<file path="src/rtl/fifo_pkg.sv">
// fifo_pkg: shared defaults, read-mode enum and width helper for the FIFO family
package fifo_pkg;
  localparam int DEF_DATA_W = 8;
  localparam int DEF_DEPTH = 8;
  typedef enum logic {STD, FWFT} fifo_mode_e;
  function automatic int clog2_safe(input int n);
    return (n <= 2) ? 1 : $clog2(n);
  endfunction
endpackage

</file>
<file path="src/rtl/fifo_ctrl.sv">
// fifo_ctrl: pointers, occupancy count, level flags and sticky error flags
module fifo_ctrl #(
  parameter int DEPTH = 8,
  parameter int AF_LVL = 6,
  parameter int AE_LVL = 2,
  parameter int AW = 3,
  parameter int CW = 4
) (
  input  logic          clk,
  input  logic          rst_n,
  input  logic          flush,
  input  logic          clr_err,
  input  logic          wr_en,
  input  logic          rd_en,
  output logic          push,
  output logic          pop,
  output logic [AW-1:0] wr_ptr,
  output logic [AW-1:0] rd_ptr,
  output logic [CW-1:0] count,
  output logic          full,
  output logic          empty,
  output logic          almost_full,
  output logic          almost_empty,
  output logic          overflow,
  output logic          underflow
);
  logic ov_set;
  logic uf_set;
  always_comb begin
    full = count == CW'(DEPTH);
    empty = count == '0;
    almost_full = count >= CW'(AF_LVL);
    almost_empty = count <= CW'(AE_LVL);
    push = !flush && wr_en && !full;
    pop = !flush && rd_en && !empty;
    ov_set = !flush && wr_en && full;
    uf_set = !flush && rd_en && empty;
  end
  always_ff @(posedge clk or negedge rst_n)
    if (!rst_n) begin
      wr_ptr <= '0;
      rd_ptr <= '0;
      count <= '0;
      overflow <= 1'b0;
      underflow <= 1'b0;
    end else begin
      wr_ptr <= flush ? '0 : wr_ptr + AW'(push);
      rd_ptr <= flush ? '0 : rd_ptr + AW'(pop);
      count <= flush ? '0 : count + CW'(push) - CW'(pop);
      overflow <= ov_set | (overflow & ~clr_err);
      underflow <= uf_set | (underflow & ~clr_err);
    end
endmodule

</file>
<file path="src/rtl/fifo_sync_param.sv">
// fifo_sync_param: parameterised single-clock FIFO with level flags, sticky errors, flush and optional FWFT read
module fifo_sync_param #(
  parameter int DATA_W = fifo_pkg::DEF_DATA_W,
  parameter int DEPTH = fifo_pkg::DEF_DEPTH,
  parameter int AF_LVL = 6,
  parameter int AE_LVL = 2,
  parameter int FWFT = 0
) (
  input  logic                   clk,
  input  logic                   rst_n,
  input  logic                   flush,
  input  logic                   clr_err,
  input  logic                   wr_en,
  input  logic [DATA_W-1:0]      wr_data,
  input  logic                   rd_en,
  output logic [DATA_W-1:0]      rd_data,
  output logic                   rd_valid,
  output logic                   full,
  output logic                   empty,
  output logic                   almost_full,
  output logic                   almost_empty,
  output logic [$clog2(DEPTH):0] count,
  output logic                   overflow,
  output logic                   underflow
);
  import fifo_pkg::*;
  localparam int AW = clog2_safe(DEPTH);
  localparam int CW = AW + 1;
  localparam fifo_mode_e MODE = (FWFT != 0) ? fifo_pkg::FWFT : fifo_pkg::STD;
  if (DATA_W < 1 || DATA_W > 32 || DEPTH < 2 || DEPTH > 64 || (DEPTH & (DEPTH - 1)) != 0 ||
      AE_LVL >= AF_LVL || AF_LVL > DEPTH) begin : g_bad_cfg
    $fatal(1, "fifo_sync_param: illegal DATA_W/DEPTH/AF_LVL/AE_LVL combination");
  end
  logic          push;
  logic          pop;
  logic [AW-1:0] wr_ptr;
  logic [AW-1:0] rd_ptr;
  logic [DATA_W-1:0] mem [DEPTH];
  fifo_ctrl #(
    .DEPTH (DEPTH),
    .AF_LVL(AF_LVL),
    .AE_LVL(AE_LVL),
    .AW    (AW),
    .CW    (CW)
  ) u_ctrl (
    .clk         (clk),
    .rst_n       (rst_n),
    .flush       (flush),
    .clr_err     (clr_err),
    .wr_en       (wr_en),
    .rd_en       (rd_en),
    .push        (push),
    .pop         (pop),
    .wr_ptr      (wr_ptr),
    .rd_ptr      (rd_ptr),
    .count       (count),
    .full        (full),
    .empty       (empty),
    .almost_full (almost_full),
    .almost_empty(almost_empty),
    .overflow    (overflow),
    .underflow   (underflow)
  );
  always_ff @(posedge clk)
    if (push) mem[wr_ptr] <= wr_data;
  if (MODE == fifo_pkg::FWFT) begin : g_fwft
    always_comb begin
      rd_data = empty ? '0 : mem[rd_ptr];
      rd_valid = !empty;
    end
  end else begin : g_std
    always_ff @(posedge clk or negedge rst_n)
      if (!rst_n) begin
        rd_data <= '0;
        rd_valid <= 1'b0;
      end else begin
        rd_valid <= pop;
        if (pop) rd_data <= mem[rd_ptr];
      end
  end
endmodule

</file>
<file path="config.mk">
export PLATFORM = sky130hd
export DESIGN_NAME = fifo_sync_param
export DESIGN_NICKNAME = d
export VERILOG_FILES = /design/src/rtl/fifo_pkg.sv /design/src/rtl/fifo_ctrl.sv /design/src/rtl/fifo_sync_param.sv
export SDC_FILE = /design/constraint.sdc
export NUM_CORES = 1
export LEC_CHECK = 0
export ABC_AREA = 1
export CORE_MARGIN = 4
export CORE_UTILIZATION = 60
export DETAILED_ROUTE_END_ITERATION = 12
export PLACE_DENSITY_LB_ADDON = 0.08
export SYNTH_ARGS = -nofsm -noshare
export SYNTH_HDL_FRONTEND = slang
export SYNTH_HIERARCHICAL = 1
export SYNTH_SLANG_ARGS = --single-unit
</file>
<file path="constraint.sdc">
create_clock -name clk -period 4.6 [get_ports clk]
set_input_delay 0.46 -clock clk [delete_from_list [all_inputs] [get_ports clk]]
set_output_delay 0.46 -clock clk [all_outputs]
set_load 0.02 [all_outputs]
</file>
[Word-level counts from Yosys, hierarchy flattened]
Memory sizes are Yosys's and may differ from the RTL's. A register that Yosys moved wholly into a read port is not among the register bits.
Cells that the tools add are included.
Storage, ports and cells
  register bits after elaboration: 13
  bits in latches: 0
  RAM bits: 64
  ROM bits: 0
  word-level logic and storage cells: 35
  memories: 1
Operators by class
  add/subtract/negate cells: 4
  multiply operators: 0
  divide/modulo/power cells: 0
  magnitude comparators: 2
  equality and inequality tests: 1
  shifts and indexed selects: 0
  muxes and demuxes: 5
  bitwise operators: 5
  reduce and logical (&&, ||, !) cells: 11
Memory list
  mem: words 8, width 8, rd ports 1, clocked after Yosys merged registers in 1, wr ports 1, RTL line fifo_sync_param.sv:38  | logic [DATA_W-1:0] mem [DEPTH];
Operator list (number)
  $add 3x1->3: 2
  $logic_and 1x1->1: 6
  $mux 3: 2
  $add 4x1->4: 1
  $eq 4x4->1 const B: 1
  $ge 4x3->1 const B: 1
  $le 4x2->1 const B: 1
  $logic_not 1->1: 4
  $logic_not 4->1: 1
  $mux 4: 1
  $sub 4x1->4: 1
  $and 1x1->1: 2
  $mux 1: 2
  $or 1x1->1: 2
  $not 1->1: 1

[Longest topological paths before layout]
Gate-level depths: netlist of run 1.
  depth in word-level cells: 6
  depth in mapped cells: 13
  depth with buffers taken out: 13

[By module]
The synthesis of run 1 kept the hierarchy.
By module, submodules not included
  fifo_sync_param: instances 1, cells each 298, area each 3114.2 um^2, seq. area each 2147.1 um^2
  fifo_ctrl: instances 1, cells each 86, area each 774.5 um^2, seq. area each 300.3 um^2

[Least setup slack after synthesis of run 1]
No wires, ideal clock.
  kind: reg2reg
  from: reg u_ctrl.count[2]
  to: reg u_ctrl.count[2]
  library setup time: 0.123 ns
  arrival: 1.885 ns
  data required time: 4.477 ns
  slack: 2.591 ns
  stages on the path, launching flop included: 13
  path buffers: 0
  cells stage by stage: dfrtp_1 > inv_1 > ha_1 > nand2_4 > nand2_2 > inv_2 > nand2_4 > nand2_1 > ha_1 > inv_1 > fa_1 > o21ai_0 > a21oi_1
Between the ends
  elaborated cells between the ends (all ways): 9
RTL lines
  from (decl): RTL line fifo_ctrl.sv:19  | output logic [CW-1:0] count,
  from (signal assigned): RTL line fifo_ctrl.sv:49  | count <= flush ? '0 : count + CW'(push) - CW'(pop);
  $logic_not 4->1: RTL line fifo_ctrl.sv:31  | empty = count == '0;
  $logic_not 1->1: RTL line fifo_ctrl.sv:35  | pop = !flush && rd_en && !empty;
  $logic_and 1x1->1: RTL line fifo_ctrl.sv:35
  via pop: RTL line fifo_sync_param.sv:35  | logic pop;
  $sub 4x1->4: RTL line fifo_ctrl.sv:49
  $mux 4: RTL line fifo_ctrl.sv:49
The timed path passes the listed nets, and every way through them passes these cells.

[Worst setup path after layout of run 1]
  from: reg u_ctrl.count[1]
  to: out almost_empty
Between the ends
  longest elaborated chain between the ends: 1
RTL lines
  $le 4x2->1: RTL line fifo_ctrl.sv:33  | almost_empty = count <= CW'(AE_LVL);
  to (decl): RTL line fifo_sync_param.sv:21  | output logic almost_empty,
Every way passes these cells.

==> qor.yml, run 1 <==
status: "finished clean"
post-route-period-util_pct: 53.98
clk_path_buf_depth: 2
placed_cells: 481
setup_tns_ns: 0
stdcell_count: 497
fin_nets: 440
mappedNetlistArea_sq_um: 3889
power.density_nw_per_um2: 475.2
grt_overflow: 0
clock-sinks: 85
grt_pass1_wl_um: 12540
antenna_found_initial: 0
drcViolationCount: 0
hold_path_class: "reg2reg"
finalPower_mw: 2.084
reg2reg_from: "u_ctrl/count[3]"
final.setup_skew_ns: 0.01017
cp-start-kind: "flip-flop"
drt_wl_total_um: 7849
cts_resized: 0
cp_max_fo: 7
path_class: "reg2out"
grt_setup_unrepaired: "false"
worst_slew_pin_slew_ns: 0.9904
timing.hold.worst.start: "rd_data[0]"
portBuffers: 32
wl_per_cell_um: 15.79
die_y_um: 88.51
syn_nets: 409
finalHoldViolCount: 0
fmax_mhz: 402.8
syn_to_final_growth_pct: 12.81
cts-buffers-inserted: 9
crit_path_end_kind: "output port"
ys_types: 25
die_area_sq_um: 7833
rows: 29
seq_area_frac_synth_pct: 62.93
slew_headroom_pct: 33.77
drt-initial-drc-count: 217
antennaDiodeCount: 0
ant_nets: 0
cts_setup_buffers: 0
cts_root_buf: "clkbuf_8"
clk_pin_slew_ns: 0.08
nFillCells: 490
htree_levels: 3
drtPass1Iterations: 4
fin_crit_ns: 2.483
worstPathArrival_ns: 2.02
track_usage_pct: 22.34
finalSetupViolCount: 0
ys_warn_count: 6
grt_max_degree: 36
leakage_nw: 1.972
slew_violations: 0
cts_tree: "built"
synth-seq-cells: 85
via_per_inst: 5.223
maxCapViolCount: 0
r2r_setup_slack_ns: 2.39
multi_input_area_sq_um: 1036
irDropWorstVdd_v: 0.0002950
clk_latency_ns: 0.34
globalplace.congestion: 0.8605
grt_pass1_vias: 2432
dp.final_hpwl_um: 5568
avgSynthCellArea_sq_um: 10.13
io_pins: 33
stdcell_area_sq_um: 4387
die_x_um: 88.51
synthCells: 384
layout-drive-gt1-share_pct: 6.667
via_count: 2596
cp-startpoint: "u_ctrl/count[1]"
postCtsHoldBufs: 0
critPathRequiredTime_ns: 4.14
coreArea_sq_um: 6314
initial_core_util_pct: 61.59
layout.area.seq_sq_um: 2447
place_area_sq_um: 4197
==> cell type report <==
type	instances	share of cell area, %
Inverter	75	6.589
Multi-Input combinational cell	211	23.62
Clock inverter	7	1.512
Tap cell	77	2.196
Clock buffer	9	2.824
Sequential cell	85	55.79
Timing Repair Buffer	33	7.473
==> cells in the final DEF (no fill, tap or decap), drive strengths merged <==
cell type / synthesis / routed
ha: 10 / 10
dfrtp: 21 / 21
xnor2: 2 / 2
o22ai: 1 / 1
clkdlybuf4s50: 0 / 32
o31ai: 1 / 1
edfxtp: 64 / 64
nor2: 20 / 20
fa: 1 / 1
a21oi: 4 / 4
inv: 75 / 75
bufinv: 0 / 1
clkinv: 0 / 6
nand3: 51 / 51
o21ai: 2 / 2
nand2: 119 / 119
buf: 13 / 1
clkbuf: 0 / 9
==> sequential cells by signal (all words and copies together) (netlist names) <==
signal            flops
u_ctrl/rd_ptr         3
u_ctrl/count          4
mem                  64
u_ctrl/underflow      1
u_ctrl/overflow       1
rd_data               8
rd_valid              1
u_ctrl/wr_ptr         3
==> metal layers <==
metal	GRT usage (%)	share of wire, %	vias up
met2	33.17	46	93
met5	0	0	-
met3	4.376	5.1	12
met4	8.516	1.6	0
met1	32.86	47	1222
li1	-	-	1269
==> cells by family after synthesis <==
logic type / synth area share [%]
xor+xnor: 0.4505
buf+inv: 10.42
simple gates: 21.24
flops: 62.93
compound gates: 1.223
fa+ha+maj: 3.732
==> worst paths after layout <==
| check | end | cells after the start |
|---|---|---|
| worst max register to register | u_ctrl/count[2] | 12 |
| worst min-delay path | rd_data[0] | 2 |
| min in group asynchronous | rd_data[3] | 1 |
| worst max-delay path | almost_empty | 4 |
| max in group asynchronous | u_ctrl/wr_ptr[1] | 1 |
| worst min register to register | rd_data[0] | 2 |
==> power breakdown <==
part	internal, mW	switching (mW)	leakage, nW
clock	0.248	0.254	0.100
sequential	0.897	0.0508	0.853
combinational	0.256	0.379	1.02
total	1.40	0.684	1.97
==> stage by stage <==
step           utilization, %  setup slack (ns)  hold WS, ns
6_report                69.48             2.117       0.4813
5_1_grt                 69.48             1.957       0.5059
4_1_cts                 69.48             2.101       0.4867
3_5_place_dp            66.47             1.781       0.4649
3_3_place_gp            66.47             1.856       0.4627
2_1_floorplan               -             2.591       0.1644
==> synthesized netlist by cell type <==
cell type | instances | area (sq um)
a21oi_1 | 3 | 15.01
a21oi_2 | 1 | 8.760
buf_2 | 3 | 15.01
buf_4 | 3 | 22.52
buf_6 | 7 | 78.83
dfrtp_1 | 21 | 525.5
edfxtp_1 | 64 | 1922
fa_1 | 1 | 20.02
ha_1 | 10 | 125.1
inv_1 | 71 | 266.5
inv_2 | 2 | 7.510
inv_4 | 1 | 6.260
inv_6 | 1 | 8.760
nand2_1 | 115 | 431.7
nand2_2 | 2 | 12.51
nand2_4 | 2 | 22.52
nand3_1 | 50 | 250.2
nand3_2 | 1 | 10.01
nor2_1 | 18 | 67.56
nor2_4 | 1 | 11.26
nor2_8 | 1 | 20.02
o21ai_0 | 2 | 10.01
o22ai_1 | 1 | 6.260
o31ai_1 | 1 | 7.510
xnor2_1 | 2 | 17.52
==> worst max-delay path, stage by stage (launching register included) <==
cell and delay (ns):
dfrtp_1 0.55, ha_1 0.23, inv_1 0.06, o31ai_1 0.20, clkdlybuf4s50_1 0.64
Note: power is estimated with default switching activity, not from simulation.
==> run 2, diff against run 1 <==
--- a/config.mk
+++ b/config.mk
@@ -7,7 +7,7 @@
 export LEC_CHECK = 0
 export ABC_AREA = 1
 export CORE_MARGIN = 4
-export CORE_UTILIZATION = 60
+export CORE_UTILIZATION = 57
 export DETAILED_ROUTE_END_ITERATION = 12
 export PLACE_DENSITY_LB_ADDON = 0.08
 export SYNTH_ARGS = -nofsm -noshare
==> constraint.sdc (replaced) <==
create_clock -name clk -period 2.4 [get_ports clk]
set_input_delay 0.24 -clock clk [delete_from_list [all_inputs] [get_ports clk]]
set_output_delay 0.24 -clock clk [all_outputs]
set_load 0.02 [all_outputs]
==> qor.yml, run 2 (synthesis gave the netlist of run 1 again) <==
fin_nets: 459
die_y_um: 90.60
cts_tree: "built"
grt_pass1_wl_um: 12950
setup_tns_ns: 0
cts_root_buf: "clkbuf_8"
track_usage_pct: 20.67
postCtsHoldBufs: 0
cts_setup_buffers: 0
path_cells: "ha_1 > inv_1 > o31ai_1 > clkdlybuf4s50_1"
leakage_nw: 2.089
cp-startpoint: "u_ctrl/count[1]"
drt-initial-drc-count: 123
path_class: "reg2out"
syn_to_final_growth_pct: 17.73
fin_crit_ns: 2.234
ant_nets: 0
clk_pin_slew_ns: 0.09
stdcell_area_sq_um: 4578
cp_max_fo: 7
dp.final_hpwl_um: 5219
final_cell_mix: "115 x nand2_1, 71 x inv_1, 64 x edfxtp_1"
die_area_sq_um: 8207
critPathRequiredTime_ns: 2.16
final_common_cell: "nand2_1"
holdWs_ns: 0.2232
final_util_pct: 70.49
drtPass1Iterations: 5
globalplace.congestion: 0.8082
grt_overflow: 0
finalWorstSetupSlack_ns: 0.1665
finalHoldViolCount: 0
post-route-period-util_pct: 93.06
r2r_setup_slack_ns: 0.28
cts_resized: 0
htree_levels: 3
status: "finished clean"
cts-buffers-inserted: 9
worst_slew_pin_slew_ns: 0.5763
portBuffers: 32
clock-sinks: 85
fmax_mhz: 447.7
multi_input_area_sq_um: 1036
slew_headroom_pct: 61.58
via_count: 2626
drcViolationCount: 0
largest_reg_flops: 64
reg_top3: "mem (64), rd_data (8), u_ctrl/count (4)"
top_register: "mem"
wl_per_cell_um: 15.24
irDropWorstVdd_v: 0.0006034
via_per_inst: 5.089
stdcell_count: 516
finalSetupViolCount: 0
place_area_sq_um: 4339
slowest_delay_ns: 0.64
dp_worst_setup_slack_ns: 0.1645
grt_pass1_vias: 2571
nFillCells: 488
layout.area.seq_sq_um: 2447
finalPower_mw: 4.222
worstPathArrival_ns: 1.99
die_x_um: 90.60
drt_wl_total_um: 7866
hold_path_class: "in2async"
grt_setup_unrepaired: "false"
layout-drive-gt1-share_pct: 10.71
slew_violations: 0
power.density_nw_per_um2: 922.3
antenna_found_initial: 0
clk_path_buf_depth: 2
io_pins: 33
final.setup_skew_ns: 0.009613
clk_latency_ns: 0.35
initial_core_util_pct: 59.87
crit_path_end_kind: "output port"
cp-start-kind: "flip-flop"
coreArea_sq_um: 6495
antennaDiodeCount: 0
placed_cells: 500
reg2reg_from: "u_ctrl/count[2]"
maxCapViolCount: 0
grt_max_degree: 33
rows: 29
cp_slowest_cell: "clkdlybuf4s50_1"
-- run 2: metal layers --
metal | global-route usage (%) | wire [um]
met1 | 26.54 | 3347
met2 | 34.03 | 3893
met3 | 3.667 | 478
met4 | 9.694 | 146
met5 | 0 | 0
-- run 2: worst max-delay path, delay by kind of cell, from the launching register on --
family          cells  cell delay (ns)
flops               1             0.53
buf+inv             2             0.70
fa+ha+maj           1             0.23
compound gates      1             0.19
-- run 2: area by class of cell --
type / instances / share of cell area [%]
Tap cell: 77 / 2.104
Inverter: 75 / 6.313
Multi-Input combinational cell: 211 / 22.63
Clock inverter: 6 / 2.432
Timing Repair Buffer: 52 / 10.28
Clock buffer: 10 / 2.788
Sequential cell: 85 / 53.46
-- run 2: where the power goes --
group / total (mW) / internal, mW / switching [mW]
sequential: 1.82 / 1.72 / 0.103
clock: 1.18 / 0.692 / 0.490
combinational: 1.22 / 0.511 / 0.709
total: 4.22 / 2.92 / 1.30
-- run 2: final timing paths --
check	endpoint	cells past startpoint
min	rd_data[5]	2
max reg2reg	u_ctrl/count[2]	11
min in group clk	rd_data[3]	2
min reg2reg	rd_data[3]	2
max	almost_empty	4
max in group asynchronous	u_ctrl/rd_ptr[2]	2
==> run 3, diff against run 2 <==
--- a/config.mk
+++ b/config.mk
@@ -7,7 +7,7 @@
 export LEC_CHECK = 0
 export ABC_AREA = 1
 export CORE_MARGIN = 4
-export CORE_UTILIZATION = 57
+export CORE_UTILIZATION = 50
 export DETAILED_ROUTE_END_ITERATION = 12
 export PLACE_DENSITY_LB_ADDON = 0.08
 export SYNTH_ARGS = -nofsm -noshare
==> qor.yml, run 3 (synthesis gave the netlist of run 1 again) <==
status: "finished clean"
ant_nets: 0
seqPwrFrac_pct: 42.4
place_area_sq_um: 4367
antennaDiodeCount: 0
irDropWorstVdd_v: 0.0005083
crit_path_end_kind: "output port"
wl_per_cell_um: 14.88
grt_overflow: 0
stdcell_area_sq_um: 4619
path_class: "reg2out"
clock-sinks: 85
portBuffers: 32
layout-drive-gt1-share_pct: 10.93
worst_slew_pin_slew_ns: 0.4832
drcViolationCount: 0
via_per_inst: 4.788
die_x_um: 96.19
setup_tns_ns: 0
via_count: 2576
cp_max_fo: 4
syn_to_final_growth_pct: 18.79
fmax_mhz: 445.5
clk_pin_slew_ns: 0.09
cts_root_buf: "clkbuf_8"
p_sw_share_pct: 31.07
cts_tree: "built"
dp.final_hpwl_um: 5402
cp-start-kind: "flip-flop"
power_frac_clock_pct: 28.7
final_cell_mix: "115 x nand2_1, 71 x inv_1, 64 x edfxtp_1"
coreArea_sq_um: 7408
htree_levels: 3
wl_met2_um: 3956
worstPathArrival_ns: 2.00
initial_core_util_pct: 52.49
p_comb_share_pct: 28.9
reg2reg_from: "u_ctrl/count[2]"
grt_max_degree: 33
p_sw_mw: 1.329
worstRegToRegCells: 12
die_y_um: 96.19
cts-buffers-inserted: 9
fin_nets: 459
globalplace.congestion: 0.7964
antenna_found_initial: 0
finalHoldViolCount: 0
drtPass1Iterations: 5
finalSetupViolCount: 0
top_register: "mem"
r2r_setup_slack_ns: 0.37
leakage_nw: 2.098
io_pins: 33
drt_wl_total_um: 8008
grt_setup_unrepaired: "false"
grt_pass1_vias: 2503
post-route-period-util_pct: 93.53
slew_headroom_pct: 67.78
cpMostUsedCell: "inv_1"
drt-initial-drc-count: 163
top_layer_used: "met4"
hold_path_class: "in2async"
cp-startpoint: "u_ctrl/count[2]"
final.setup_skew_ns: 0.006506
power.density_nw_per_um2: 926.1
track_usage_pct: 18.72
path_cells: "inv_1 > ha_1 > inv_1 > o31ai_1 > clkdlybuf4s50_1"
critPathRequiredTime_ns: 2.16
dr_wl_met3_um: 397
maxCapViolCount: 0
reg_top3: "mem (64), rd_data (8), u_ctrl/count (4)"
largest_reg_flops: 64
clk_latency_ns: 0.35
slowest_delay_ns: 0.65
grt_pass1_wl_um: 12650
fin_crit_ns: 2.245
rows: 31
final_common_cell: "nand2_1"
clk_path_buf_depth: 2
internal_power_mw: 2.949
postCtsHoldBufs: 0
cp_slowest_cell: "clkdlybuf4s50_1"
m1WireLength_um: 3540
slew_violations: 0
die_area_sq_um: 9253
==> run 3: worst max-delay path, delay by kind of cell (launching register included) <==
family	cells	cell delay (ns)
buf+inv	3	0.84
fa+ha+maj	1	0.18
flops	1	0.41
compound gates	1	0.22
==> run 3: path summary, 6_finish.rpt <==
check,endpoint
max,almost_empty
min,rd_data[6]
max reg2reg,u_ctrl/count[2]
min reg2reg,rd_data[7]
max in group asynchronous,u_ctrl/count[1]
min in group clk,rd_data[7]
==> run 3: final cells by class <==
| class | count | area [sq um] |
|---|---|---|
| inverter | 75 | 289.0 |
| multi-input combinational | 211 | 1036 |
| timing repair buffer | 52 | 470.5 |
| clock inverter | 4 | 73.82 |
| clock buffer | 12 | 177.7 |
| fill | 627 | 2789 |
| tap | 99 | 123.9 |
| sequential | 85 | 2449 |
==> run 3: power groups by stage <==
stage	Combinational (mW)	Clock [mW]	Sequential, mW
global placement	1.24	0	1.85
global route	1.37	1.31	1.83
finish	1.24	1.23	1.81
floorplan	0.652	0	1.96
CTS	1.25	1.24	1.82
detailed placement	1.25	0	1.85
==> run 3: timing repair <==
item                                    in CTS  in global routing
endpoints found under the setup margin       0                  1
resized for setup                            0                  1
setup buffers                                0                  0
==> run 3: routing by layer <==
layer,vias up,GRT usage (%)
met3,9,3.284
met5,-,0
li1,1308,-
met2,55,30.13
met1,1204,24.91
met4,0,8.057
==> run 3: stage by stage <==
| stage | setup WS [ns] | hold slack (ns) | instances | power (mW) | util, % |
|---|---|---|---|---|---|
| final | 0.1552 | 0.2261 | 538 | 4.278 | 62.35 |
| after global routing | 0.04157 | 0.2471 | 538 | 4.515 | 62.35 |
| after CTS | 0.09336 | 0.2328 | 538 | 4.313 | 62.34 |
| after detailed placement | 0.1320 | 0.4699 | 522 | 3.100 | 58.94 |
| after global placement | 0.1659 | 0.4683 | 522 | 3.083 | 58.94 |
| after floorplan | 0.3914 | -0.05559 | 384 | 2.611 | - |
